--- src/rtl/fsk_pkg.sv ---
// fsk_pkg -- shared definitions for the FSK tone path.
//   phase_e        : tone phase state (PH_HIGH drives tone high, PH_LOW drives it low)
//   FSK_CNT_W      : default counter / latched-period width
//   FSK_DEFAULT_PERIOD, FSK_MIN_PERIOD, FSK_MAX_PERIOD : period reset value and clamp limits
//   clamp_period() : saturates a 32-bit period request into [lo, hi]
package fsk_pkg;

    typedef enum logic {
        PH_LOW  = 1'b0,
        PH_HIGH = 1'b1
    } phase_e;

    localparam int FSK_CNT_W          = 16;
    localparam int FSK_DEFAULT_PERIOD = 98;
    localparam int FSK_MIN_PERIOD     = 2;
    localparam int FSK_MAX_PERIOD     = 65535;

    // The compare is done on the full 32-bit request so that out-of-range values
    // saturate instead of wrapping when the caller truncates to the counter width.
    function automatic logic [31:0] clamp_period(input logic [31:0] p,
                                                 input logic [31:0] lo,
                                                 input logic [31:0] hi);
        logic [31:0] r;
        r = p;
        if (p < lo) r = lo;
        else if (p > hi) r = hi;
        return r;
    endfunction

endpackage

--- src/rtl/fsk_tone_divider.sv ---
// fsk_tone_divider -- programmable square-wave tone generator.
//   Divides clk by the latched period P: tone_out is high for ceil(P/2) clks, then
//   low for floor(P/2) clks. A new period is latched only at the LOW->HIGH boundary,
//   so the tone never glitches; cycle_tick pulses for one clk on that boundary and
//   steps the upstream period-modulation stage.
// Optional feature macro: FSK_SYMBOL_SEL_EN
//   defined   : symbol_in selects period_alt_in (1) or period_in (0) at the boundary
//   undefined : period_in only; period_alt_in and symbol_in are not ports
// Ports:
//   clk           in   system clock, rising edge
//   rst_n         in   synchronous active-low reset
//   enable        in   1 = run, 0 = freeze counter/phase/period, suppress tick
//   period_in     in   [31:0] requested period in clks
//   period_alt_in in   [31:0] alternate (space) period       (FSK_SYMBOL_SEL_EN only)
//   symbol_in     in   period select                          (FSK_SYMBOL_SEL_EN only)
//   tone_out      out  square-wave tone
//   cycle_tick    out  registered 1-clk pulse coincident with tone_out rising
//   period_active out  [CNT_W-1:0] period currently being generated (post-clamp)
//   phase_o       out  current phase state, for observation
module fsk_tone_divider
    import fsk_pkg::*;
#(
    parameter int CNT_W          = FSK_CNT_W,
    parameter int DEFAULT_PERIOD = FSK_DEFAULT_PERIOD,
    parameter int MIN_PERIOD     = FSK_MIN_PERIOD,
    parameter int MAX_PERIOD     = FSK_MAX_PERIOD
) (
    input  logic             clk,
    input  logic             rst_n,
    input  logic             enable,
    input  logic [31:0]      period_in,
`ifdef FSK_SYMBOL_SEL_EN
    input  logic [31:0]      period_alt_in,
    input  logic             symbol_in,
`endif
    output logic             tone_out,
    output logic             cycle_tick,
    output logic [CNT_W-1:0] period_active,
    output phase_e           phase_o
);

    localparam logic [CNT_W:0] ONE_W = (CNT_W+1)'(1);

    logic [CNT_W-1:0] cnt_q, cnt_d;
    logic [CNT_W-1:0] period_q, period_d;
    phase_e           phase_q, phase_d;
    logic             tick_q, tick_d;

    logic [CNT_W:0]   half_len;
    logic             half_done;
    logic [31:0]      sel_period;

`ifdef FSK_SYMBOL_SEL_EN
    assign sel_period = symbol_in ? period_alt_in : period_in;
`else
    assign sel_period = period_in;
`endif

    // One extra bit so ceil(P/2) = (P+1)/2 cannot overflow at P = 2**CNT_W-1.
    always_comb begin
        if (phase_q == PH_HIGH) half_len = ({1'b0, period_q} + ONE_W) >> 1;
        else                    half_len = {1'b0, period_q} >> 1;
    end

    // P >= 2 after clamping, so half_len >= 1 and half_len-1 never underflows.
    assign half_done = ({1'b0, cnt_q} == (half_len - ONE_W));

    always_comb begin
        cnt_d    = cnt_q;
        phase_d  = phase_q;
        period_d = period_q;
        tick_d   = 1'b0;
        if (enable) begin
            if (half_done) begin
                cnt_d = '0;
                if (phase_q == PH_LOW) begin
                    phase_d  = PH_HIGH;
                    period_d = CNT_W'(clamp_period(sel_period, 32'(MIN_PERIOD),
                                                   32'(MAX_PERIOD)));
                    tick_d   = 1'b1;
                end else begin
                    phase_d = PH_LOW;
                end
            end else begin
                cnt_d = cnt_q + CNT_W'(1);
            end
        end
    end

    always_ff @(posedge clk) begin
        if (!rst_n) begin
            cnt_q    <= '0;
            phase_q  <= PH_LOW;
            period_q <= CNT_W'(DEFAULT_PERIOD);
            tick_q   <= 1'b0;
        end else begin
            cnt_q    <= cnt_d;
            phase_q  <= phase_d;
            period_q <= period_d;
            tick_q   <= tick_d;
        end
    end

    // tone_out is the phase flop itself, so it is a clean registered output.
    assign tone_out      = (phase_q == PH_HIGH);
    assign cycle_tick    = tick_q;
    assign period_active = period_q;
    assign phase_o       = phase_q;

endmodule

--- config.mk ---
export PLATFORM = sky130hd
export DESIGN_NAME = fsk_tone_divider
export DESIGN_NICKNAME = d
export VERILOG_FILES = /design/src/rtl/fsk_pkg.sv /design/src/rtl/fsk_tone_divider.sv
export SDC_FILE = /design/constraint.sdc
export NUM_CORES = 1
export LEC_CHECK = 0
export ABC_CLOCK_PERIOD_IN_PS = 3400
export CAP_MARGIN = 15
export CORE_AREA = 2 2 83 85
export CTS_CLUSTER_SIZE = 16
export DETAILED_ROUTE_END_ITERATION = 10
export DIE_AREA = 0 0 85 87
export PLACE_DENSITY = 0.73
export SETUP_SLACK_MARGIN = 0.15
export SLEW_MARGIN = 0
export SYNTH_ARGS = -nofsm -noshare
export SYNTH_HDL_FRONTEND = slang
export SYNTH_SLANG_ARGS = --single-unit
--- constraint.sdc ---
create_clock -name clk -period 3.4 [get_ports clk]
set_input_delay 0.68 -clock clk [delete_from_list [all_inputs] [get_ports clk]]
set_output_delay 0.68 -clock clk [all_outputs]
set_load 0.005 [all_outputs]
==> results of run 1 <==
per-layer routing:
metal  global-route usage  vias up
li1                     -     1516
met1                0.300     1493
met2                0.418      121
met3               0.0455       22
met4               0.0794        0
met5                    0        -
synth_stat cells (10+ instances only):
library cell / n
nor3_1: 15
nand2_1: 31
xnor2_1: 24
nor4_1: 15
xor2_1: 16
o21ai_0: 21
nand3_1: 13
nor2_1: 27
nand4_1: 16
mux2i_1: 19
dfxtp_1: 34
clkbuf_1: 10
power by group through the flow:
stage	clock network (mW)	logic, mW	registers [mW]
CTS	0.315	0.0694	0.401
floorplan	0	0.0206	0.410
global placement	0	0.0686	0.410
finish	0.315	0.0723	0.399
global route	0.334	0.0791	0.400
detailed placement	0	0.0694	0.410
worst max-delay path: stages, from the launching register on:
cell      delay [ps]
dfxtp_1          540
and4_1           280
nand4_1          220
o31ai_1          540
nand4_1          210
a2111o_1         440
nand2_2          120
o21ai_4           80
nor4_4           230
buf_4            200
buf_12           130
mux2i_1          190
cell type report:
cell class                      count  area (µm²)  share of cell area
Multi-Input combinational cell    301        2490               0.580
Sequential cell                    34         698               0.162
Timing Repair Buffer               91         880               0.205
Clock buffer                        7        86.3              0.0201
Clock inverter                      1        5.00             0.00116
Inverter                            9        33.8             0.00786
Tap cell                           80         100              0.0233
how the worst max path moves through the flow:
stage / cells after the start / start / slack [ps] / endpoint
global route: 15 / period_active[0] / -5 / period_active[1]
finish: 11 / period_active[8] / 140 / period_active[1]
detailed placement: 13 / period_active[0] / -20 / period_active[1]
global placement: 13 / period_active[0] / 120 / period_active[2]
floorplan: 14 / period_active[1] / 150 / period_active[2]
CTS: 15 / period_active[0] / 130 / period_active[1]
logic make-up (layout without fill, tap and decap cells):
group	after synthesis	count (layout)
compound gates	68	68
mux	21	21
flops	34	34
simple gates	164	164
xor+xnor	45	45
buf+inv	36	108
fa+ha+maj	3	3
repair_timing:
| item | CTS | global route |
|---|---|---|
| resized for setup | 20 | 38 |
| buffers inserted | 13 | 7 |
| setup endpoints to repair | 32 | 34 |
| gates cloned | 2 | 1 |
| pin swaps | 7 | 9 |
| hold buffers | 0 | 0 |
sequential cells by signal (all words and copies together) (netlist names):
signal and flops:
phase_o 1, cycle_tick 1, cnt_q 16, period_active 16
==> run_results.csv, run 1 <==
group,metric,value,unit
power_and_ir_drop,p_int,607,µW
power_and_ir_drop,seq_power_share,0.508,
global_route,grt_pass1_vias,3064,
final_layout,fillers,524,
global_route,grt_pass1_wl,14400,µm
place,place_ws,-21.6,ps
floorplan,row_count,30,
logic_synthesis,async_flop_share,0,
power_and_ir_drop,cellPowerDensity,183,nW/µm²
detailed_routing,drt-wirelength-per-cell,17.4,µm
power_and_ir_drop,total_power,787,µW
clocking,htree_levels,2,
logic_synthesis,synthSimpleGateAreaFrac,0.312,
floorplan,io_pins,54,
clocking,clkSlewWorstSetupHoldPaths,70,ps
place,dp_cells,492,
final_layout,final_common_cell,"clkdlybuf4s50_1",
floorplan,start_util,0.468,
power_and_ir_drop,power_frac_clock,0.400,
logic_synthesis,synthXorXnorAreaFrac,0.151,
timing,fmax,306,MHz
detailed_routing,via_per_inst,6.03,
setup_path,r2r_setup_slack,140,ps
setup_path,worstPathRequired,3610,ps
floorplan,fp.dieW,85,µm
clocking,clk_latency,290,ps
setup_path,r2r-start,"period_active[8]",
setup_path,crit_path_end_kind,"register",
setup_path,worst_setup_path_start_kind,"register",
detailed_routing,drt-met1-wl,3900,µm
min_path,min_to,"cnt_q[1]",
timing,fin_skew,4.76,ps
logic_synthesis,yosys_warnings,0,
place,placed_area,3710,µm²
clocking,cts_tree,"done",
power_and_ir_drop,switching_share,0.229,
global_route,groute.usage.overall,0.241,
setup_path,r2r-end,"period_active[1]",
logic_synthesis,synthAdderAreaFrac,0.0122,
floorplan,die_area,7400,µm²
logic_synthesis,synth_top_family_by_area,"simple AND/OR/NAND/NOR gates",
place,hpwl,6270,µm
status,status,"complete, no violations",
setup_path,worstSetupPathType,"reg -> reg",
clocking,cts_made_buffers,5,
setup_path,reg2regPathDepth,11,
timing,whs,554,ps
timing,maxSlewHeadroom,0.650,
clocking,cts.path.max_buffers,2,
final_layout,stdcell_count,523,
timing,setup_ws,136,ps
setup_path,path_max_fanout,9,
timing,slew_violations,0,
final_layout,fin_area,4300,µm²
logic_synthesis,synth-main-ff-cell,"dfxtp_1",
logic_synthesis,synthCells,371,
power_and_ir_drop,combPwrFrac,0.092,
final_layout,layout-drive-gt1-share,0.242,
logic_synthesis,ys_ff_latch,34,
place,gp_congestion,0.913,
timing,fin_tns_setup,0,ps
power_and_ir_drop,max-vdd-ir-drop,238,µV
detailed_routing,met2_length,4500,µm
detailed_routing,routed_wl,9120,µm
detailed_routing,dr.pass1.iters,5,
logic_synthesis,netlist.area_leader.share,0.221,
detailed_routing,dr_wl_met3,529,µm
detailed_routing,drtIter0Drc,176,
global_route,antenna_found_initial,0,
logic_synthesis,yosysUniqueCellTypes,70,
logic_synthesis,muxShareOfSynthArea,0.0704,
place,port_buffers,53,
timing,layout_worst_path_cycle_share,0.960,
logic_synthesis,synth.net_count,409,
setup_path,cp.arrival,3470,ps
final_layout,layout_common_cells,"clkdlybuf4s50_1 (53), buf_4 (32), nand2_1 (28), dfxtp_1 (28)",
min_path,hp-start,"cnt_q[1]",
logic_synthesis,synth_edf_count,0,
global_route,grt_overflow,0,
timing,setup_viol,0,
min_path,holdPathStages,2,
final_layout,diodes,0,
detailed_routing,highest_layer,"met4",
final_layout,syn2layout_area_growth,39.7,%
power_and_ir_drop,p_leak,1.45,nW
detailed_routing,drc,0,
logic_synthesis,synth_area_leaders,"dfxtp_1 (22%), xnor2_1 (6.8%), mux2i_1 (6.2%)",
logic_synthesis,netlist_area,3080,µm²
final_layout,final_util,0.654,
detailed_routing,via_count,3152,
logic_synthesis,synth_seq_area_share,0.221,
floorplan,die_h,87,µm
timing,finalHoldViolCount,0,
logic_synthesis,syn_area_per_cell,8.29,µm²
power_and_ir_drop,power_switching,180,µW
clocking,clock-root-buffer,"clkbuf_8",
min_path,hp-class,"reg -> reg",
timing,rsz0062_at_grt,"true",
logic_synthesis,synth_compound_area_frac,0.168,
run,cap_violations,0,
timing,timing_worst_slew_pin_value,520,ps
floorplan,core,6570,µm²
logic_synthesis,synth_top_cell_by_area,"dfxtp_1",
global_route,grt_max_degree,29,
timing,post-route-min-period,3260,ps
clocking,numClockSinks,34,
detailed_routing,drtAntennaViolNets,0,
final_layout,final_nets,480,
No activity file was read; power rests on OpenSTA's default activity.
==> run 2, diff against run 1 <==
Settings changed: ABC_AREA set to 1.
==> run 2 against run 1 <==
  * Critical path depth up 10
  * Via count grew 7.6%
  * Sequential share of layout area grew 1.1 points
  * Routed wire length is 5.9% lower
==> run_results.csv, run 2 <==
group,metric,value,unit
timing,layout_worst_path_cycle_share,0.861,
run,cap_violations,0,
final_layout,multi_input_area,2110,µm²
logic_synthesis,synth_edf_count,0,
power_and_ir_drop,max-vdd-ir-drop,208,µV
floorplan,core,6570,µm²
timing,setup_viol,0,
final_layout,syn2layout_area_growth,27.2,%
clocking,htree_levels,2,
setup_path,worstPathRequired,3580,ps
global_route,groute.usage.overall,0.237,
global_route,grt_overflow,0,
timing,slew_violations,0,
detailed_routing,drtAntennaViolNets,0,
setup_path,worstSetupPathType,"reg -> reg",
setup_path,worst_setup_path_start_kind,"register",
min_path,hp-class,"reg -> reg",
logic_synthesis,synth.net_count,547,
detailed_routing,drc,0,
logic_synthesis,async_flop_share,0,
setup_path,crit_path_end_kind,"register",
final_layout,register_area,683,µm²
final_layout,layout_common_cells,"nand2_1 (160), inv_1 (59), nand3_1 (55), clkdlybuf4s50_1 (53), nor2_1 (44)",
logic_synthesis,netlist_area,3100,µm²
logic_synthesis,netlist.area_leader.share,0.220,
floorplan,die_h,87,µm
setup_path,reg2regPathDepth,21,
logic_synthesis,syn_area_per_cell,6.08,µm²
final_layout,final_nets,614,
clocking,cts.path.max_buffers,2,
detailed_routing,via_count,3390,
global_route,grt_pass1_vias,3118,
logic_synthesis,synthTopCellsByCount,"nand2_1 (160), inv_1 (59), nand3_1 (55)",
clocking,clkSlewWorstSetupHoldPaths,80,ps
power_and_ir_drop,cellPowerDensity,239,nW/µm²
final_layout,fillers,618,
place,port_buffers,53,
global_route,grt_max_degree,19,
detailed_routing,via_per_inst,5.16,
logic_synthesis,synthCells,509,
timing,fin_skew,14.0,ps
setup_path,cp.arrival,3110,ps
logic_synthesis,yosysUniqueCellTypes,35,
place,gp_congestion,0.997,
setup_path,path_max_fanout,8,
final_layout,diodes,0,
clocking,cts_hold_buf,0,
place,placed_area,3700,µm²
min_path,holdPathStages,2,
logic_synthesis,synth-main-ff-cell,"dfxtp_1",
logic_synthesis,yosys_warnings,0,
timing,post-route-min-period,2930,ps
final_layout,final_common_cell,"nand2_1",
floorplan,fp.dieW,85,µm
status,status,"complete, no violations",
power_and_ir_drop,p_leak,1.72,nW
floorplan,io_pins,54,
final_layout,fin_area,3940,µm²
floorplan,start_util,0.471,
final_layout,layout-drive-gt1-share,0.154,
timing,timing_worst_slew_pin_value,468,ps
detailed_routing,routed_wl,8580,µm
global_route,antenna_found_initial,0,
detailed_routing,drt-wirelength-per-cell,13.1,µm
floorplan,row_count,30,
timing,maxSlewHeadroom,0.687,
timing,fin_tns_setup,0,ps
clocking,cts_made_buffers,5,
timing,rsz0062_at_grt,"false",
logic_synthesis,synth_top_cell_by_area,"dfxtp_1",
global_route,grt_pass1_wl,14300,µm
floorplan,die_area,7400,µm²
clocking,cts_tree,"done",
logic_synthesis,ys_ff_latch,34,
clocking,clock-root-buffer,"clkbuf_8",
timing,finalHoldViolCount,0,
logic_synthesis,synth_seq_area_share,0.220,
logic_synthesis,synth_most_common_cell,"nand2_1",
detailed_routing,drtIter0Drc,186,
timing,fmax,342,MHz
detailed_routing,dr.pass1.iters,5,
place,hpwl,6800,µm
logic_synthesis,synth_area_leaders,"dfxtp_1 (22%), nand2_1 (19%), nand3_1 (8.9%)",
clocking,numClockSinks,34,
clocking,clk_latency,300,ps
## run 2: cell count changes in the layout (fill, tap and decap cells not counted), moves of 8 or more
cell / change
nand2_1: +132
inv_1: +50
nand3_1: +43
nor2_1: +21
xnor2_1: -20
buf_4: -17
mux2i_1: -16
nand2_2: +14
o21ai_0: -14
or2_2: +13
nor2_4: +9
a31oi_1: -8
## run 2: metrics by stage
step	cells	hold slack [ps]	utilization	setup WS (ps)	total power, mW
after floorplan	509	483	-	822	0.432
after global placement	638	507	0.564	432	0.481
after detailed placement	638	496	0.564	323	0.482
after CTS	646	516	0.585	298	0.946
after global routing	657	538	0.600	138	0.962
final	657	511	0.600	473	0.940
## run 2: path summary, 6_finish.rpt
check                         start           endpoint  slack [ps]
hold reg to reg   period_active[14]  period_active[14]         510
setup reg to reg   period_active[0]  period_active[13]         470
setup / recovery   period_active[0]  period_active[13]         470
hold / removal    period_active[14]  period_active[14]         510
## run 2: layer usage
metal / routed length [µm] / vias up / track usage / share of wire
met3: 466 / 13 / 0.0351 / 0.054
li1: - / 1755 / - / -
met1: 3980 / 1509 / 0.310 / 0.46
met4: 156 / 0 / 0.0707 / 0.018
met2: 3980 / 113 / 0.404 / 0.46
met5: 0 / - / 0 / 0
## run 2: cells by family (layout without fill, tap and decap cells)
| kind of cell | count (synthesis) | after routing | synth area share |
|---|---|---|---|
| AND/OR/NAND/NOR | 355 | 355 | 0.566 |
| buffers and inverters | 75 | 143 | 0.0998 |
| flip-flops | 34 | 34 | 0.220 |
| AO/OA/AOI/OAI | 23 | 23 | 0.0461 |
| XOR/XNOR | 19 | 19 | 0.0562 |
| adder cells (fa/ha/maj) | 3 | 3 | 0.0121 |
## run 2: power by group
part           internal [mW]  switching [mW]  total, mW  leakage (nW)
logic                 0.0438          0.0257     0.0695          1.37
clock network          0.294           0.173      0.467        0.0683
registers              0.400         0.00327      0.404         0.274
## run 2: final cells by class
cell class              count  area share
flip-flops and latches     34       0.173
inverters                  66      0.0629
well taps                  80      0.0254
multi-input cells         400       0.535
clock inverters             3      0.0175
repair buffers             69       0.168
clock buffers               5      0.0175
## run 2: repair_timing
| action | CTS | global route |
|---|---|---|
| setup buffers | 0 | 11 |
| gates resized for setup | 0 | 2 |
| endpoints found under the setup margin | 0 | 20 |
## run 2: critical path: stages (launching register included)
cell	delay, ps
dfxtp_2	360
ha_1	290
nand2_1	60
o21ai_0	120
inv_1	110
ha_1	160
nand3_1	180
inv_1	100
nand2_1	80
nor2_4	130
nand2_1	60
nand2_1	70
nand2_1	50
nor2_1	90
nand2_1	60
nor2_1	80
nand2_1	90
nor2_4	230
nand3_4	160
buf_4	200
nand2_1	60
a21oi_1	70
==> RTL edit (settings of run 1) <==
Set the package constant `FSK_CNT_W` to 18 (it was 16).
--- a/src/rtl/fsk_pkg.sv
+++ b/src/rtl/fsk_pkg.sv
@@ -10,7 +10,7 @@
         PH_HIGH = 1'b1
     } phase_e;
 
-    localparam int FSK_CNT_W          = 16;
+    localparam int FSK_CNT_W          = 18;
     localparam int FSK_DEFAULT_PERIOD = 98;
     localparam int FSK_MIN_PERIOD     = 2;
     localparam int FSK_MAX_PERIOD     = 65535;
Interface: changed (resized period_active); port bits go from 54 to 56. The function was not compared with the original's and may differ.
==> RTL edit against run 1 <==
- critical path depth unchanged
- global-route usage up 1.9 points
- first-iteration DRC count grew 13%
- setup slack got worse by 0.011 ns
- clock power grew 16%
- largest power group unchanged
- critical endpoint is now phase_o
- final area increased by 5.4%
- sequential cell count rose by 4
- wire length is 5.4% higher
- total power is 13% higher
- sequential power is 12% higher
- synthesized cell count rose by 9.7%
- utilization is 3.6 points higher
- count of clock-buffer cells in the layout stayed put
- synthesized area grew 5.9%
==> RTL edit: results <==
set metrics [dict create \
    synthDistinctLibCells 66 \
    placed_area_um2 4020 \
    hold_path_depth 2 \
    finClkSkew_ns 0.00666 \
    drt_iter0_markers 199 \
    reg2regPathDepth 11 \
    port_buffers 55 \
    irDropWorstVdd_mv 0.174 \
    worst_path_max_delay_cell "or4_4" \
    vias 3408 \
    p_leak_nw 1.55 \
    syn-num-nets 445 \
    grt_util_all_layers 0.259 \
    crit_arrival_ns 3.50 \
    total_power_mw 0.891 \
    hpwlAfterDp_mm 6.58 \
    p_per_area_nw_per_um2 197 \
    yosysSeqAreaShare 0.233 \
    fillers 528 \
    route.detailed.wl_per_inst_um 16.6 \
    place_ws_ns 0.00774 \
    grt_pass1_vias 3155 \
    grt_pass1_wl_mm 15.6 \
    pwr-share-comb 0.088 \
    critPathMaxFanout 4 \
    first_pass_iters 5 \
    drive_above_1_share 0.255 \
    internal-power_mw 0.697 \
    synthTopCellsByArea "dfxtp_1 23%, xnor2_1 11%, mux2i_1 5.8%" \
    synth_top_cells_by_count "42 x nand2_1, 40 x xnor2_1, 38 x dfxtp_1" \
    gp_congestion 0.912 \
    clkPwrFrac 0.410 \
    num-nets-final 536 \
    cts_inserted_buffers 5 \
    status "finished, final reports clean" \
    grt_max_degree 31 \
    wl_mm 9.62 \
    synthCells 407 \
    slew_headroom 0.322 \
]
==> RTL edit: cell types whose count changed in the layout (fill, tap and decap cells not counted), sizes merged, moves of 6 or more <==
cell   delta
buf      +24
xnor2    +16
nand2    +10
nor2      +9
a31oi     -7
a21oi     +6
==> RTL edit: final timing paths <==
kind,startpoint,end,slack [ns]
setup / recovery,period_active[9],phase_o,0.12
hold / removal,period_active[7],period_active[7],0.53
setup reg to reg,period_active[9],phase_o,0.12
hold reg to reg,period_active[7],period_active[7],0.53
==> RTL edit: what timing repair did <==
item                       in CTS  in global routing
setup endpoints to repair      35                 38
gates cloned                    1                  0
setup buffers                   8                 21
gates resized for setup        15                 30
pin swaps                      12                 20
==> RTL edit: logic make-up after synthesis <==
logic type,share of synthesized area
xor gates and xnor gates,0.156
DFF,0.233
adders and majority gates,0.0115
muxes,0.0584
buffers and inverters,0.0718
and+or+nand+nor,0.316
AOI/OAI and AO/OA,0.153
==> RTL edit: cell type report <==
class | count | area share
Clock buffer | 7 | 0.0237
Inverter | 12 | 0.00994
Multi-Input combinational cell | 324 | 0.531
Sequential cell | 38 | 0.174
Tap cell | 80 | 0.0221
Timing Repair Buffer | 117 | 0.239
==> RTL edit: tightest hold or removal path: cells and delay by family, from the launching register on <==
kind	cells	cell delay, ns
flops	1	0.37
simple gates	1	0.07
mux	1	0.05
==> RTL edit: metal layers <==
metal	vias up	part of all wire	routed length [um]	global-route usage
met3	15	0.037	359	0.0322
met2	102	0.50	4770	0.442
li1	1652	-	-	-
met5	-	0	0	0
met4	0	0.017	167	0.0678
met1	1639	0.45	4320	0.347
